## src/rtl/coax_buffered_tx.sv

```systemverilog
// coax_buffered_tx: FIFO-fed coax frame transmitter (START, WORDs, END) with bit-cell line coding; optional COAX_BUFFERED_TX_DELAY_EN builds tx_delay.
// Latency: tx/active change one clock after start_strobe is sampled; FIFO full/empty update one clock after push/pop.
// Backpressure: none toward the loader; a load while full is dropped and latched into sticky overflow.

// coax_fifo: generic single-clock FIFO with registered full/empty flags.
// Latency: head word readable combinationally; flags update the clock after the push/pop.
// Backpressure: push_rdy is low while full; pushes without push_rdy are ignored.
module coax_fifo #(
    parameter int WIDTH = 10,
    parameter int DEPTH = 16
) (
    input  logic             clk,
    input  logic             reset,
    input  logic             push_vld,
    output logic             push_rdy,
    input  logic [WIDTH-1:0] push_dat,
    input  logic             pop_vld,
    output logic [WIDTH-1:0] pop_dat,
    output logic             full,
    output logic             empty
);
    localparam int AW = $clog2(DEPTH);

    logic [WIDTH-1:0] mem [DEPTH];
    logic [AW-1:0]    wr_ptr;
    logic [AW-1:0]    rd_ptr;
    logic [AW:0]      count;
    logic [AW:0]      count_d;
    logic             push_ok;
    logic             pop_ok;

    assign push_rdy = !full;
    assign push_ok  = push_vld && !full;
    assign pop_ok   = pop_vld && !empty;
    assign pop_dat  = mem[rd_ptr];

    always_comb begin
        count_d = count;
        if (push_ok && !pop_ok) begin
            count_d = count + 1'b1;
        end else if (pop_ok && !push_ok) begin
            count_d = count - 1'b1;
        end
    end

    // Pointers are exactly AW bits wide, so they wrap modulo DEPTH on their own.
    always_ff @(posedge clk) begin
        if (reset) begin
            wr_ptr <= '0;
            rd_ptr <= '0;
            count  <= '0;
            full   <= 1'b0;
            empty  <= 1'b1;
        end else begin
            if (push_ok) begin
                wr_ptr <= wr_ptr + 1'b1;
            end
            if (pop_ok) begin
                rd_ptr <= rd_ptr + 1'b1;
            end
            count <= count_d;
            full  <= (count_d == (AW+1)'(DEPTH));
            empty <= (count_d == '0);
        end
    end

    always_ff @(posedge clk) begin
        if (push_ok) begin
            mem[wr_ptr] <= push_dat;
        end
    end
endmodule

module coax_buffered_tx #(
    parameter int CLOCKS_PER_BIT = 8,
    parameter int DEPTH          = 16
) (
    input  logic       clk,
    input  logic       reset,
    input  logic [9:0] data,
    input  logic       load_strobe,
    input  logic       start_strobe,
    output logic       tx,
    output logic       tx_delay,
    output logic       active,
    output logic       full,
    output logic       empty,
    output logic       overflow
);
    localparam int HALF = CLOCKS_PER_BIT / 2;
    localparam int HCW  = $clog2(HALF);

    // Every segment is counted in half bit cells: START 18, WORD 24, END 4.
    localparam logic [4:0] START_LAST = 5'd17;
    localparam logic [4:0] WORD_LAST  = 5'd23;
    localparam logic [4:0] END_LAST   = 5'd3;

    typedef enum logic [1:0] {
        S_IDLE,
        S_START,
        S_WORD,
        S_END
    } state_t;

    state_t         state;
    state_t         state_d;
    logic [HCW-1:0] half_cyc;
    logic [HCW-1:0] half_cyc_d;
    logic [4:0]     half_idx;
    logic [4:0]     half_idx_d;
    logic [4:0]     last_idx;
    logic [11:0]    word_sr;
    logic [11:0]    word_sr_d;
    logic           tx_d;
    logic           pop_vld;
    logic           push_rdy;
    logic [9:0]     head_dat;

    coax_fifo #(
        .WIDTH (10),
        .DEPTH (DEPTH)
    ) u_fifo (
        .clk      (clk),
        .reset    (reset),
        .push_vld (load_strobe),
        .push_rdy (push_rdy),
        .push_dat (data),
        .pop_vld  (pop_vld),
        .pop_dat  (head_dat),
        .full     (full),
        .empty    (empty)
    );

    // Line level for a given half cell; WORD uses the current MSB of the shift register.
    function automatic logic line_level(input state_t st, input logic [4:0] idx, input logic bit_val);
        logic lvl;
        lvl = 1'b0;
        case (st)
            S_START: begin
                if (idx < 5'd2) begin
                    lvl = 1'b1;
                end else if (idx < 5'd12) begin
                    lvl = idx[0];
                end else if (idx < 5'd15) begin
                    lvl = 1'b0;
                end else begin
                    lvl = 1'b1;
                end
            end
            S_WORD:  lvl = idx[0] ? bit_val : !bit_val;
            S_END:   lvl = (idx != 5'd1);
            default: lvl = 1'b0;
        endcase
        return lvl;
    endfunction

    assign last_idx = (state == S_START) ? START_LAST :
                      (state == S_WORD)  ? WORD_LAST  : END_LAST;

    always_comb begin
        state_d    = state;
        half_cyc_d = half_cyc;
        half_idx_d = half_idx;
        word_sr_d  = word_sr;
        pop_vld    = 1'b0;
        case (state)
            S_IDLE: begin
                if (start_strobe && !empty) begin
                    state_d    = S_START;
                    half_cyc_d = '0;
                    half_idx_d = '0;
                end
            end
            default: begin
                if (half_cyc != HCW'(HALF - 1)) begin
                    half_cyc_d = half_cyc + 1'b1;
                end else begin
                    half_cyc_d = '0;
                    if (half_idx != last_idx) begin
                        half_idx_d = half_idx + 1'b1;
                        if (state == S_WORD && half_idx[0]) begin
                            word_sr_d = {word_sr[10:0], 1'b0};
                        end
                    end else begin
                        half_idx_d = '0;
                        if (state == S_END) begin
                            state_d = S_IDLE;
                        end else if (!empty) begin
                            // Pop lands on the first clock of the sync bit.
                            state_d   = S_WORD;
                            pop_vld   = 1'b1;
                            word_sr_d = {1'b1, head_dat, ~^head_dat};
                        end else begin
                            state_d = S_END;
                        end
                    end
                end
            end
        endcase
        tx_d = line_level(state_d, half_idx_d, word_sr_d[11]);
    end

    always_ff @(posedge clk) begin
        if (reset) begin
            state    <= S_IDLE;
            half_cyc <= '0;
            half_idx <= '0;
            word_sr  <= '0;
            tx       <= 1'b0;
            overflow <= 1'b0;
        end else begin
            state    <= state_d;
            half_cyc <= half_cyc_d;
            half_idx <= half_idx_d;
            word_sr  <= word_sr_d;
            tx       <= tx_d;
            if (load_strobe && !push_rdy) begin
                overflow <= 1'b1;
            end
        end
    end

    assign active = (state != S_IDLE);

`ifdef COAX_BUFFERED_TX_DELAY_EN
    localparam int DLY = CLOCKS_PER_BIT / 4;
    logic [DLY-1:0] dly_sr;

    always_ff @(posedge clk) begin
        if (reset) begin
            dly_sr <= '0;
        end else begin
            dly_sr <= {dly_sr[DLY-2:0], tx};
        end
    end

    assign tx_delay = dly_sr[DLY-1];
`else
    assign tx_delay = 1'b0;
`endif
endmodule

```

## config.mk

```make
export PLATFORM = sky130hd
export DESIGN_NAME = coax_buffered_tx
export DESIGN_NICKNAME = d
export VERILOG_FILES = /design/src/rtl/coax_buffered_tx.sv
export SDC_FILE = /design/constraint.sdc
export NUM_CORES = 1
export LEC_CHECK = 0
export CAP_MARGIN = 15
export CORE_MARGIN = 2
export CORE_UTILIZATION = 35
export CTS_CLUSTER_DIAMETER = 200
export CTS_CLUSTER_SIZE = 16
export DETAILED_ROUTE_END_ITERATION = 16
export PLACE_DENSITY_LB_ADDON = 0.2
export REMOVE_ABC_BUFFERS = 1
export SYNTH_ARGS = -nofsm -noshare
export SYNTH_HDL_FRONTEND = slang
export SYNTH_SLANG_ARGS = --single-unit
export TNS_END_PERCENT = 5
```

## constraint.sdc

```tcl
create_clock -name clk -period 4.9 [get_ports clk]
set_input_delay 0.735 -clock clk [delete_from_list [all_inputs] [get_ports clk]]
set_output_delay 0.735 -clock clk [all_outputs]
set_load 0.005 [all_outputs]
```

# Word-level counts from Yosys, hierarchy flattened

Memory sizes are Yosys's and may differ from the RTL's. A register that Yosys moved wholly into a read port is not among the register bits.
Cells that the tools add are included.

Add/sub/neg operators: 6
Mux-type cells: 37
$lt $le $gt $ge: 3
Bitwise logic cells: 2
Reduce and logical (&&, ||, !) cells: 17
Eq/ne operators: 14

Operator list:

| operator                                                    | count |
|---|---|
| two-way mux 12 bit                                          | 6 |
| two-way mux 5 bit                                           | 8 |
| two-way mux 2 bit                                           | 8 |
| two-way mux 1 bit                                           | 12 |
| adder 5 x 1 -> 5 bit (second input constant)                | 2 |
| less-than comparator 5 x 4 -> 1 bit (second input constant) | 2 |
| XNOR reduction 10 bit                                       | 1 |
| adder 4 x 1 -> 4 bit (second input constant)                | 2 |
| equality test 2 bit (second input constant)                 | 4 |
| two-way mux 4 bit                                           | 2 |
| inequality test 2 bit (second input constant)               | 4 |
| logical AND 1 bit                                           | 7 |
| equality test 5 bit (second input constant)                 | 1 |
| zero test 1 bit                                             | 5 |
| zero test 5 bit                                             | 1 |
| less-than comparator 5 x 2 -> 1 bit (second input constant) | 1 |
| inequality test 5 x 1 -> 1 bit (second input constant)      | 1 |
| inequality test 5 bit                                       | 1 |
| AND reduction 5 bit                                         | 1 |
| subtractor 5 x 1 -> 5 bit (second input constant)           | 1 |
| equality test 2 x 1 -> 1 bit (second input constant)        | 2 |
| one-hot mux 1 bit (3 select lines)                          | 1 |
| adder 2 x 1 -> 2 bit (second input constant)                | 1 |
| zero test 2 bit                                             | 1 |
| other kinds (3)                                             | 4 |

Word-level logic and storage cells: 92
Register bits after elaboration: 38
RAM bits: 160
Memories: 1
Input port bits: 14
Output and inout bits: 6

Memories:

| name       | words | width | read ports | clocked after memory_dff | write ports | RTL line | RTL |
|---|---|---|---|---|---|---|---|
| u_fifo.mem | 16    | 10    | 1          | 1                        | 1           | 24       | `logic [WIDTH-1:0] mem [DEPTH];` |

# Depth between registers and ports, before layout

Word-level depth: 12
Depth in mapped cells: 11
Depth with buffers taken out: 9

# By module

Synthesis repeated with hierarchy kept, for this count alone.

Cell total of the unflattened synthesis: 492
Area total of the unflattened synthesis: 8,491.9 um^2

By module, submodules not included:

| module           | times used | seq. area each (um^2) | cells each | area an instance (um^2) |
|---|---|---|---|---|
| coax_fifo        | 1          | 5,185.0               | 339        | 7,126.8 |
| coax_buffered_tx | 1          | 460.4                 | 153        | 1,365.1 |

# Worst setup path before layout

Ideal clock, no wire load.

Path type: register to register
From: register state[0]
To: register tx
Arrival: 2.411 ns
Stages on the path, launching flop included: 12
Setup time: 0.115 ns
Path buffers: 2
Data required time: 4.785 ns
Path slack: 2.374 ns
Clock period less this slack: 2.526 ns
Path through: dfxtp_1 -> inv_1 -> ha_1 -> buf_2 -> nand2b_1 -> or3_1 -> buf_2 -> a22oi_2 -> o32ai_1 -> xnor2_1 -> a21oi_1 -> a2111oi_0

Longest elaborated chain between the ends: 12
Elaborated cells on any way between the ends: 34
Classes of those cells: order compare: 3; eq/ne: 8; mux: 20; reduce/logical: 3

Ends and longest elaborated chain:

| element                              | RTL line | RTL |
|---|---|---|
| start, declared                      | 105      | `state_t state;` |
| start signal, assigned               | 212      | `state <= state_d;` |
| equality test 2 bit                  | 158, 181 |  |
| two-way mux 5 bit                    | 158      | `(state == S_WORD) ? WORD_LAST : END_LAST;` |
| two-way mux 5 bit                    | 157      | `assign last_idx = (state == S_START) ? START_LAST :` |
| inequality test 5 bit                | 179      | `if (half_idx != last_idx) begin` |
| two-way mux 5 bit                    | 179      |  |
| two-way mux 5 bit                    | 175      | `if (half_cyc != HCW'(HALF - 1)) begin` |
| two-way mux 5 bit                    | 166      | `case (state)` |
| less-than comparator 5 x 4 -> 1 bit  | 144      | `end else if (idx < 5'd15) begin` |
| two-way mux 1 bit                    | 144      |  |
| two-way mux 1 bit                    | 142      | `end else if (idx < 5'd12) begin` |
| two-way mux 1 bit                    | 140      | `if (idx < 5'd2) begin` |
| one-hot mux 1 bit (3 select lines) * | 138      | `case (st)` |
| end signal, assigned                 | 216      | `tx <= tx_d;` |
| end, declared                        | 83       | `output logic tx,` |

Mark *: on every way between the ends. The rest lies on a longest branch, timed or not. The select of a mux whose other input is x is not followed.
A chain may end at the register's enable or synchronous reset.

# Worst setup path after layout

Ends and elaborated chain as after synthesis.

==> flow_summary_export.csv <==
group,metric,value,unit
run_status,status,"finished, final reports clean",
die,die_w,159,um
cts,htreeDepth,1,
grt,overflow,0,
placement,portBuffers,18,
route,via_count,4444,
sta,setup_viol,0,
route,wirelength,17800,um
power,powerDensity,351,nW/um^2
layout,fin_cells,851,
die,die_y,159,um
grt,grt_pass1_vias,4504,
worst_setup_path,path_max_fanout,15,
layout,mostFrequentLayoutCells,"160 x edfxtp_1, 41 x mux4_2, 40 x dfxtp_1",
die,io_pins,20,
sta,rsz0062_at_grt,"no",
logic_synthesis,synth-compound-area-share,5.71,%
logic_synthesis,synth_top_family_by_area,"multiplexers",
sta,slew_headroom,42.2,%
logic_synthesis,synthAdderAreaFrac,2.09,%
grt,grt_antenna_before_repair,0,
grt,grt_max_degree,27,
placement,place_congestion,0.737,
cts,clk-insertion-delay-late,0.48,ns
cts,cts-root-buf,"clkbuf_16",
die,start_util,35.7,%
route,route.detailed.wl_per_inst,20.9,um
route,ant_nets,0,
job,cap_viol_max_count,0,
die,coreArea,23500,um^2
cts,clkSinkCount,202,
logic_synthesis,ys_warn_count,0,
grt,grt_pass1_wl,27300,um
placement,preCtsSetupSlack,1.54,ns
cts,cts_hold_buf,0,
sta,fin_crit_sh,68.2,%
sta,final.setup.worst_slack,1.56,ns
cts,cts_max_path_buffers,3,
worst_setup_path,path_class,"reg2reg",
logic_synthesis,netlist_instances,508,
placement,dp_cells,825,
sta,tightest_slew,0.867,ns
worst_setup_path,start_kind,"flip-flop",
logic_synthesis,muxShareOfSynthArea,12.7,%
layout,drive_above_1_share,13.2,%
logic_synthesis,synth_flop_cell,"edfxtp_1",
logic_synthesis,synth_cell_types,59,
logic_synthesis,synth.yosys.seq_area_share,67.4,%
sta,fmax,299,MHz
power,peakVddDrop,245,uV
sta,hold_viol_final,0,
logic_synthesis,synth_simple_gate_area_share,7.47,%
placement,hpwl,10900,um
sta,fin_tns_setup,0,ns
logic_synthesis,synthXorXnorAreaFrac,2.26,%
sta,drv_slew,0,
sta,period_minus_slack,3.34,ns
sta,fin_skew,0.0192,ns
worst_setup_path,worstSetupEndpointType,"flip-flop",
cts,cts_setup_buffers,0,
cts,cts_tree,"built",
grt,track_usage,14.7,%
layout,final_common_cell,"edfxtp_1",
route,drc,0,
layout,antenna_cells,0,
die,dieArea,25200,um^2
worst_setup_path,worstPathArrival,3.70,ns
power,p_leak,2.90,nW
layout,nets,552,
worst_hold_path,hp-class,"reg2reg",
logic_synthesis,synth-edff-count,160,
route,post_drt_via_cell_ratio,5.22,
worst_setup_path,required,5.26,ns
logic_synthesis,synth_seq_cells,202,
cts,cts_made_buffers,16,
logic_synthesis,synth.avg_cell_area,16.5,um^2
route,drtPass1Iterations,6,
die,fp-row-count,56,
route,drt_iter0_drc,353,
layout,area_delta_synth_final,11.0,%
cts,clk_pin_slew,0.07,ns
logic_synthesis,syn_area,8370,um^2
logic_synthesis,async_flop_share,0,%
cts,ctsResizeCount,0,
-- synth_stat cells, drive strengths merged (3+ instances only) --
cell / instances / area [um^2]
a211oi: 4 / 30.0
nor2b: 6 / 37.5
o21ai: 18 / 90.1
buf: 13 / 113
nor2: 29 / 111
a21oi: 13 / 65.1
nand3: 12 / 60.1
ha: 14 / 175
nand4: 5 / 31.3
xor2: 5 / 43.8
clkbuf: 10 / 37.5
inv: 11 / 41.3
xnor2: 14 / 123
and2: 26 / 163
nor3: 5 / 30.0
edfxtp: 160 / 4800
mux4: 46 / 1050
o21a: 4 / 30.0
nand2: 25 / 93.8
dfxtp: 42 / 841
nand2b: 3 / 18.8
a22oi: 9 / 72.6
nor4: 3 / 18.8
-- final cells by class --
type,count,area [um^2]
fill,2156,14200
sequential,202,5650
multi-input combinational,272,2540
clock buffer,25,455
tap,319,399
timing repair buffer,21,203
inverter,11,41.3
clock inverter,1,8.76
-- worst max-delay path, cell delays in order, from the launching register on --
cell and delay (ns):
dfxtp_1 0.38, inv_1 0.10, ha_1 0.31, nand2b_1 0.30
or3_1 0.56, a22oi_2 0.67, o32ai_1 0.26, xnor2_1 0.20
a21oi_1 0.08, a2111oi_0 0.36
-- through the flow --
stage / util [%] / instance area [um^2] / hold WS (ns) / total power [mW]
floorplan: - / 8220 / 0.460 / 2.01
global placement: 37.6 / 8830 / 0.461 / 2.08
detailed placement: 37.6 / 8830 / 0.470 / 2.09
CTS: 39.6 / 9290 / 0.489 / 3.29
global route: 39.6 / 9290 / 0.524 / 3.38
finish: 39.6 / 9290 / 0.477 / 3.26
-- state kept, by name, summed over array words and instances (netlist names), named ones only --
register,flops
state,2
u_fifo.wr_ptr,4
u_fifo.empty,1
half_cyc,2
tx,1
u_fifo.full,1
overflow,1
u_fifo.rd_ptr,4
u_fifo.mem,160
word_sr,12
u_fifo.count,5
half_idx,5
-- power breakdown --
group / internal, mW / switching, mW / total, mW
Sequential: 1.87 / 0.0141 / 1.89
Clock: 0.642 / 0.569 / 1.21
Combinational: 0.0653 / 0.0950 / 0.160
-- worst paths after layout --
| check | slack, ns | depth (start not counted) | to | from |
|---|---|---|---|---|
| max | 1.56 | 9 | tx | state[0] |
| min | 0.48 | 2 | overflow | overflow |
| max reg2reg | 1.56 | 9 | tx | state[0] |
| min reg2reg | 0.48 | 2 | overflow | overflow |
-- kinds of logic (layout without fill, tap and decap cells) --
| group | count (synthesis) | in the layout |
|---|---|---|
| flops | 202 | 202 |
| simple gates | 122 | 122 |
| compound gates | 68 | 68 |
| mux | 47 | 47 |
| buf+inv | 34 | 58 |
| xor+xnor | 20 | 20 |
| fa+ha+maj | 14 | 14 |
| other cells | 1 | 1 |
-- routing by layer --
layer	vias to the layer above	GRT usage [%]	wire length, um
met5	-	0	0
li1	2018	-	-
met2	109	24.7	8660
met1	2291	20.0	7810
met3	26	2.29	879
met4	0	4.12	425
No activity file was read; power rests on OpenSTA's default activity.
